$ cat src/rtl/uart_rx_if.sv
// rtl/uart_rx_if.sv - serial input and received-byte outputs of uart_rx
interface uart_rx_if;
  logic       rx;
  logic [7:0] dout;
  logic       valid;
  logic       frame_err;
  logic       busy;

  modport master (
    input  rx,
    output dout,
    output valid,
    output frame_err,
    output busy
  );

  modport slave (
    output rx,
    input  dout,
    input  valid,
    input  frame_err,
    input  busy
  );
endinterface

$ cat src/rtl/uart_rx.sv
// rtl/uart_rx.sv - 8N1 UART receiver, LSB first, mid-bit sampling with stop-bit check
// Optional UART_RX_MAJORITY_EN: 2-of-3 majority vote around each mid-bit sample point.
module uart_rx #(
  parameter int CLOCK_FREQUENCY = 200000000,
  parameter int BAUD_RATE       = 9600
) (
  input  logic     clk,
  input  logic     resetn,
  uart_rx_if.master bus
);

  localparam logic [31:0] TIMER_MAX = 32'(CLOCK_FREQUENCY / BAUD_RATE - 1);
  localparam logic [31:0] HALF      = TIMER_MAX / 32'd2;
`ifdef UART_RX_MAJORITY_EN
  // The vote needs the sample after HALF, so START runs one cycle longer.
  localparam logic [31:0] START_POINT = HALF + 32'd1;
`else
  localparam logic [31:0] START_POINT = HALF;
`endif

  typedef enum logic [1:0] {
    IDLE,
    START,
    DATA,
    STOP
  } state_t;

  state_t      state;
  state_t      state_next;
  logic        rx_meta;
  logic        rx_s;
  logic        rx_d;
  logic [31:0] count;
  logic [2:0]  bit_idx;
  logic [7:0]  shift;
  logic        decide;
  logic        sample;
  logic        fall;

  always_ff @(posedge clk or negedge resetn) begin
    if (!resetn) begin
      rx_meta <= 1'b1;
      rx_s    <= 1'b1;
      rx_d    <= 1'b1;
    end else begin
      rx_meta <= bus.rx;
      rx_s    <= rx_meta;
      rx_d    <= rx_s;
    end
  end

`ifdef UART_RX_MAJORITY_EN
  logic rx_dd;

  always_ff @(posedge clk or negedge resetn) begin
    if (!resetn) begin
      rx_dd <= 1'b1;
    end else begin
      rx_dd <= rx_d;
    end
  end

  // Because START ended one cycle late, a vote over counts TIMER_MAX-2..TIMER_MAX
  // in DATA/STOP covers the same line instants as the nominal mid-bit window.
  assign sample = (rx_dd & rx_d) | (rx_dd & rx_s) | (rx_d & rx_s);
`else
  assign sample = rx_s;
`endif

  assign fall     = rx_d & ~rx_s;
  assign bus.busy = (state != IDLE);

  always_ff @(posedge clk or negedge resetn) begin
    if (!resetn) begin
      state <= IDLE;
    end else begin
      state <= state_next;
    end
  end

  always_comb begin
    state_next = state;
    decide     = 1'b0;
    case (state)
      IDLE: begin
        if (fall) begin
          state_next = START;
        end
      end
      START: begin
        if (count == START_POINT) begin
          decide     = 1'b1;
          state_next = sample ? IDLE : DATA;
        end
      end
      DATA: begin
        if (count == TIMER_MAX) begin
          decide = 1'b1;
          if (bit_idx == 3'd7) begin
            state_next = STOP;
          end
        end
      end
      STOP: begin
        // Return to IDLE at the stop sample so a back-to-back start edge is seen.
        if (count == TIMER_MAX) begin
          decide     = 1'b1;
          state_next = IDLE;
        end
      end
      default: begin
        state_next = IDLE;
      end
    endcase
  end

  always_ff @(posedge clk or negedge resetn) begin
    if (!resetn) begin
      count         <= 32'd0;
      bit_idx       <= 3'd0;
      shift         <= 8'h00;
      bus.dout      <= 8'h00;
      bus.valid     <= 1'b0;
      bus.frame_err <= 1'b0;
    end else begin
      bus.valid     <= 1'b0;
      bus.frame_err <= 1'b0;
      // Every decision either changes state or starts the next data bit.
      if (state == IDLE || decide) begin
        count <= 32'd0;
      end else begin
        count <= count + 32'd1;
      end
      if (decide) begin
        case (state)
          START: begin
            bit_idx <= 3'd0;
          end
          DATA: begin
            shift[bit_idx] <= sample;
            bit_idx        <= bit_idx + 3'd1;
          end
          STOP: begin
            if (sample) begin
              bus.dout  <= shift;
              bus.valid <= 1'b1;
            end else begin
              bus.frame_err <= 1'b1;
            end
          end
          default: begin
          end
        endcase
      end
    end
  end

endmodule

$ cat src/flat_wrapper.sv
// flat-port wrapper written by rule: the top's interface ports become plain ports
module uart_rx_flat 
#(
  parameter int CLOCK_FREQUENCY = 200000000,
  parameter int BAUD_RATE       = 9600
)
  (clk, resetn, bus_rx, bus_dout, bus_valid, bus_frame_err, bus_busy);
  uart_rx_if bus_i ();
  input  logic clk;
  input  logic resetn;
  input wire logic [$bits(bus_i.rx)-1:0] bus_rx;
  output wire logic [$bits(bus_i.dout)-1:0] bus_dout;
  output wire logic [$bits(bus_i.valid)-1:0] bus_valid;
  output wire logic [$bits(bus_i.frame_err)-1:0] bus_frame_err;
  output wire logic [$bits(bus_i.busy)-1:0] bus_busy;
  assign bus_i.rx = bus_rx;
  assign bus_dout = bus_i.dout;
  assign bus_valid = bus_i.valid;
  assign bus_frame_err = bus_i.frame_err;
  assign bus_busy = bus_i.busy;
  uart_rx #(.CLOCK_FREQUENCY(CLOCK_FREQUENCY), .BAUD_RATE(BAUD_RATE)) u_core (.clk(clk), .resetn(resetn), .bus(bus_i));
endmodule
$ cat config.mk
export PLATFORM = sky130hd
export DESIGN_NAME = uart_rx_flat
export DESIGN_NICKNAME = d
export VERILOG_FILES = /design/src/rtl/uart_rx_if.sv /design/src/rtl/uart_rx.sv /design/src/flat_wrapper.sv
export SDC_FILE = /design/constraint.sdc
export NUM_CORES = 1
export LEC_CHECK = 0
export ABC_AREA = 1
export BUFFER_PORTS_ARGS = -buffer_cell sky130_fd_sc_hd__buf_2
export CAP_MARGIN = 25
export CORE_MARGIN = 10
export CORE_UTILIZATION = 62
export CTS_CLUSTER_SIZE = 8
export DETAILED_ROUTE_END_ITERATION = 10
export PLACE_DENSITY = 0.8
export SLEW_MARGIN = 20
export SYNTH_ARGS = -nofsm -noshare
export SYNTH_HDL_FRONTEND = slang
export SYNTH_SLANG_ARGS = --single-unit
$ cat constraint.sdc
create_clock -name clk -period 2.35 [get_ports clk]
set_input_delay 0 -clock clk [delete_from_list [all_inputs] [get_ports clk]]
set_output_delay 0 -clock clk [all_outputs]
set_load 0.02 [all_outputs]
==> flow_summary.yaml, run 1 <==
outcome:
  outcome: "complete, no violations"
clock_tree:
  clock_latency_ns: 0.35
  cts_tree: "built"
  clk_pin_slew_ns: 0.07
  root_buffer: "clkbuf_8"
  ctsHtreeMaxLevel: 3
  numCtsBuffers: 9
  clock_sinks: 58
  clock_path_buffers: 2
placed_design:
  dpl_cell_area_um2: 3450
  dp_hpwl_um: 5020
  dp_slack_ns: 0.318
  gp_congestion: 0.903
  port_buffers: 13
final_layout:
  design_area_um2: 3680
  drive_above_1_share_pct: 10.3
  syn_to_final_growth_pct: 9.91
  final_common_cell: "nand2_1"
  nNetsFinal: 485
  final_util_pct: 71.1
  final_cell_mix: "nand2_1 (128), nor2_1 (75), inv_1 (56)"
  antenna-diode-count: 0
die:
  row_count: 26
  die_height_um: 93.5
  core_um2: 5170
  die_w_um: 93.5
  die-area_um2: 8730
  io_pins: 14
  start_util_pct: 64.7
drt:
  highest-signal-layer: "met4"
  vias: 2901
  drt_iter0_drc: 239
  dr_wl_met2_um: 3110
  wl_per_cell_um: 12.9
  routed_wl_um: 7050
  drc: 0
  drt-met1-wl_um: 3280
  dr.pass1.iters: 5
  wl_met3_um: 517
  ant_nets: 0
  routed_via_density: 5.29
synthesis:
  synthFlopType: "dfrtp_1"
  synthCells: 452
  avgSynthCellArea_um2: 7.40
  synthArstFlopShare_pct: 100
  yosysSeqAreaShare_pct: 43.5
  synth_fp_nets: 464
  ys_seq_elements: 58
  synth.distinct_cells: 25
  synth-edff-count: 0
  netlist_area_um2: 3350
  yosys_warnings: 0
grt:
  antenna_found_initial: 0
  grt_pass1_wl_um: 12300
  grt_start_max_net_pins: 59
  grtUsageTotal_pct: 17.7
  grt_pass1_vias: 2676
  gr-total-overflow: 0
setup_path:
  worst-path-max-fanout: 31
  worstSetupPathType: "flop to flop"
  rrSetupSlack_ns: 0.30
  reg2reg_depth: 8
  crit_arrival_ns: 2.31
  critPathLaunchType: "flop"
  end_kind: "flop"
  cp.required_ns: 2.61
timing:
  fmax_ghz: 0.488
  setup_tns_ns: 0
  fin_crit_ns: 2.05
  finalClockSkew_ns: 0.00761
  report.final.slew_viol_count: 0
  rsz0062_at_grt: "no"
  max_slew_margin_pct: 51.9
  setup_viol: 0
  hold_viol_final: 0
  period_share_pct: 87.2
  worstMarginPinSlew_ns: 0.721
  timing.final.ws_setup_ns: 0.301
hold_path:
  holdCritPathClass: "input pin to flop"
  hold_depth: 2
power:
  vdd_drop_max_v: 0.000681
  p_leak_uw: 0.00176
  power_density_nw_per_um2: 696
run:
  max_cap_viol_count: 0
-- registers in the layout (all words and copies together), names as in the netlist, named ones only --
signal / flops
u_core.bus.dout: 8
u_core.state: 1
u_core.shift: 8
u_core.rx_meta: 1
u_core.bit_idx: 3
u_core.rx_s: 1
u_core.count: 32
u_core.bus.frame_err: 1
u_core.bus.valid: 1
u_core.rx_d: 1
-- synthesized netlist by cell type, types with 2 or more instances --
cell type    n  area (um^2)
nand2_1    128          480
buf_6        4         45.0
a21oi_1      4         20.0
nand3_1     26          130
nor3_1      24          120
inv_1       56          210
o21ai_0      8         40.0
nand4_1     19          119
ha_1         9          113
nand2_2      2         12.5
dfstp_2      3         78.8
dfrtp_1     55         1380
nor2_1      75          282
inv_2        5         18.8
nand3_2      2         20.0
xor2_1      20          175
nor2_4       4         45.0
-- worst max-delay path: stages (launching register included) --
cell and delay [ns]:
dfrtp_1 0.42, inv_1 0.10, ha_1 0.32, or2_1 0.30, nand3_1 0.11, nand2_2 0.10, nand2_2 0.15, nand2_4 0.22
nor3_1 0.22
-- final timing paths --
path,start,end
worst max-delay path,u_core.state[0]$_DFFE_PN0P_,u_core.count[10]$_DFF_PN0_
worst min-delay path,bus_rx,u_core.rx_meta$_DFF_PN1_
worst max register to register,u_core.state[0]$_DFFE_PN0P_,u_core.count[10]$_DFF_PN0_
worst min register to register,u_core.rx_meta$_DFF_PN1_,u_core.rx_s$_DFF_PN1_
max in group asynchronous,resetn,u_core.count[4]$_DFF_PN0_
min in group asynchronous,resetn,u_core.count[20]$_DFF_PN0_
-- metal layers --
layer / GRT usage (%) / up-vias
met3: 6.24 / 17
met1: 22.7 / 1330
met4: 7.58 / 0
met2: 26.2 / 98
li1: - / 1456
met5: 0 / -
-- metrics by stage --
stage / hold slack [ns] / total power [uW] / cells
finish: 0.300 / 2560 / 548
global route: 0.296 / 2710 / 548
CTS: 0.280 / 2580 / 548
detailed placement: 0.106 / 1630 / 530
global placement: 0.106 / 1610 / 530
floorplan: -0.296 / 1540 / 452
-- area by class of cell --
type                       count  area, um^2
multi-input combinational    326        1600
fill                         410        1500
sequential                    58        1460
inverter                      61         229
clock buffer                  12         155
timing repair buffer          17         100
tap                           70        87.6
clock inverter                 4        50.0
-- repair_timing --
action                    4_1_cts  5_1_grt
resized for setup               0        0
setup buffers                   0        0
hold buffers                    2        0
hold endpoints to repair       56        0
-- logic make-up after synthesis --
| logic type | after synthesis | synth area share [%] |
|---|---|---|
| fa+ha+maj | 9 | 3.37 |
| buf+inv | 68 | 8.68 |
| flops | 58 | 43.5 |
| compound gates | 13 | 2.02 |
| xor+xnor | 20 | 5.24 |
| simple gates | 284 | 37.2 |
-- power breakdown --
part	internal (uW)	total, uW	leakage (uW)	switching, uW
logic	138	536	0.000867	398
registers	1040	1080	0.000795	41.5
clock network	545	941	0.0000986	396
Power figures use the tool's default switching activity.
==> run 2, diff against run 1 <==
--- a/config.mk
+++ b/config.mk
@@ -6,7 +6,7 @@
 export NUM_CORES = 1
 export LEC_CHECK = 0
 export ABC_AREA = 1
-export BUFFER_PORTS_ARGS = -buffer_cell sky130_fd_sc_hd__buf_2
+export BUFFER_PORTS_ARGS = -buffer_cell sky130_fd_sc_hd__buf_4
 export CAP_MARGIN = 25
 export CORE_MARGIN = 10
 export CORE_UTILIZATION = 62
==> run 2 against run 1 <==
Against the previous run: fmax fell by 2.1%; combinational power rose by 3.9%; wire length rose by 1.5%; non-clock buffer count fell by 1; clock skew fell by 0.0011 ns; total power rose by 7.4%; largest power group is now the clock network.
==> flow_summary.yaml, run 2 (synthesis gave the netlist of run 1 again) <==
final_layout:
  reg_top3: "u_core.count (32), u_core.bus.dout (8), u_core.shift (8)"
  nNetsFinal: 484
  fillCellCount: 397
  largest_reg_flops: 32
  final_common_cell: "nand2_1"
  finalNonFillerCells: 547
  final_cell_mix: "nand2_1 (128), nor2_1 (75), inv_1 (56)"
  antenna-diode-count: 0
  syn_to_final_growth_pct: 11.7
  drive_above_1_share_pct: 10.3
  max_flop_register: "u_core.count"
power:
  p_int_uw: 1890
  p_leak_uw: 0.00178
  sequentialPowerShare_pct: 39.4
  p_sw_share_pct: 31.2
  vdd_drop_max_v: 0.000524
  comb_power_share_pct: 20.3
  pwr-share-clk_pct: 40.3
  switchingPower_uw: 858
  power_density_nw_per_um2: 735
setup_path:
  worstSetupPathType: "flop to flop"
  critPathLaunchType: "flop"
  crit_start: "u_core.state[0]$_DFFE_PN0P_"
  timing.critical_path.slowest_stage_cell: "dfrtp_1"
  worst-path-max-fanout: 31
  crit_top_cell: "nand2_2"
  slowest_delay_ns: 0.43
  crit_arrival_ns: 2.34
  rr_startpoint: "u_core.state[0]$_DFFE_PN0P_"
  cp.required_ns: 2.60
  cp_cell_sequence: "inv_1, ha_1, or2_1, nand3_1, nand2_2, nand2_2, nand2_4, nor3_1"
  end_kind: "flop"
drt:
  vias: 2858
  routed_wl_um: 7160
  drc: 0
  drt_iter0_drc: 242
  ant_nets: 0
  dr.pass1.iters: 4
  wl_per_cell_um: 13.1
  routed_via_density: 5.22
timing:
  fin_crit_ns: 2.09
  rsz0062_at_grt: "no"
  fmax_ghz: 0.478
  setup_viol: 0
  report.final.slew_viol_count: 0
  period_share_pct: 89.1
  hold_viol_final: 0
  worstMarginPinSlew_ns: 0.713
  finalClockSkew_ns: 0.00653
  setup_tns_ns: 0
  max_slew_margin_pct: 52.4
placed_design:
  dp.cells: 529
  dp_hpwl_um: 5030
  port_buffers: 13
  gp_congestion: 0.912
clock_tree:
  root_buffer: "clkbuf_8"
  cts_tree: "built"
  cts_resized: 0
  ctsHtreeMaxLevel: 3
  clock_sinks: 58
  ctsHoldBuffers: 2
  clock_latency_ns: 0.35
  numCtsBuffers: 9
  post-cts-setup-buffer-count: 0
  clock_path_buffers: 2
  clk_pin_slew_ns: 0.06
grt:
  grt_start_max_net_pins: 59
  grt_pass1_vias: 2777
  gr-total-overflow: 0
  grtUsageTotal_pct: 18.0
  grt_pass1_wl_um: 12600
  antenna_found_initial: 0
die:
  die_height_um: 93.5
  io_pins: 14
  core_um2: 5170
  die_w_um: 93.5
  start_util_pct: 64.7
  row_count: 26
  die-area_um2: 8730
run:
  max_cap_viol_count: 0
outcome:
  outcome: "complete, no violations"
hold_path:
  holdCritPathClass: "input pin to asynchronous set/reset pin"
==> run 2: changes by cell type in the layout (fill, tap and decap cells not counted) <==
cell        delta
buf_2         -13
clkbuf_8       -2
clkinv_4       +2
buf_4         +12
clkbuf_1       -1
bufinv_16      +2
clkinv_2       +1
clkinvlp_4     -2
==> run 2: final timing paths <==
| check | end | slack, ns | cells past startpoint |
|---|---|---|---|
| worst min-delay path | u_core.count[18]$_DFF_PN0_ | 0.24 | 2 |
| worst max register to register | u_core.count[6]$_DFF_PN0_ | 0.26 | 8 |
| min in group clk | u_core.rx_meta$_DFF_PN1_ | 0.31 | 2 |
| worst min register to register | u_core.rx_s$_DFF_PN1_ | 0.36 | 0 |
| max in group asynchronous | u_core.bit_idx[1]$_DFFE_PN0P_ | 1.62 | 2 |
| worst max-delay path | u_core.count[6]$_DFF_PN0_ | 0.26 | 8 |
==> run 2: power by group through the flow <==
stage / logic, uW / clock network, uW / registers, uW
after floorplan: 455 / 0 / 1090
after global placement: 528 / 0 / 1100
after detailed placement: 537 / 0 / 1100
after CTS: 553 / 1130 / 1080
after global routing: 624 / 1180 / 1090
final: 557 / 1110 / 1080
==> run 2: final cells by class <==
class,instances,area (um^2),share of cell area [%]
sequential,58,1460,38.9
multi-input combinational,326,1600,42.8
tap,70,87.6,2.34
timing repair buffer,16,125,3.35
clock buffer,9,124,3.31
clock inverter,7,118,3.15
inverter,61,229,6.12
==> run 2: critical path: cells and delay by family, from the launching register on <==
family	cells	cell delay, ns
fa+ha+maj	1	0.33
buf+inv	1	0.11
flops	1	0.43
simple gates	6	1.13
==> run 2: metal layers <==
| layer | vias up | GRT usage (%) | routed length [um] |
|---|---|---|---|
| met5 | - | 0 | 0 |
| met4 | 0 | 6.81 | 120 |
| met3 | 15 | 6.16 | 398 |
| met2 | 61 | 27.7 | 3210 |
| met1 | 1328 | 22.7 | 3430 |
| li1 | 1454 | - | - |
==> run 2: through the flow <==
step                      power (uW)  setup slack (ns)  utilization [%]  cell area [um^2]  hold slack [ns]
after floorplan                 1540             0.599                -              3350           -0.296
after global placement          1620             0.385             67.2              3480           0.0911
after detailed placement        1640             0.294             67.2              3480            0.101
after CTS                       2760             0.255             72.3              3740            0.279
after global routing            2900            0.0809             72.3              3740            0.307
final                           2750             0.257             72.3              3740            0.242
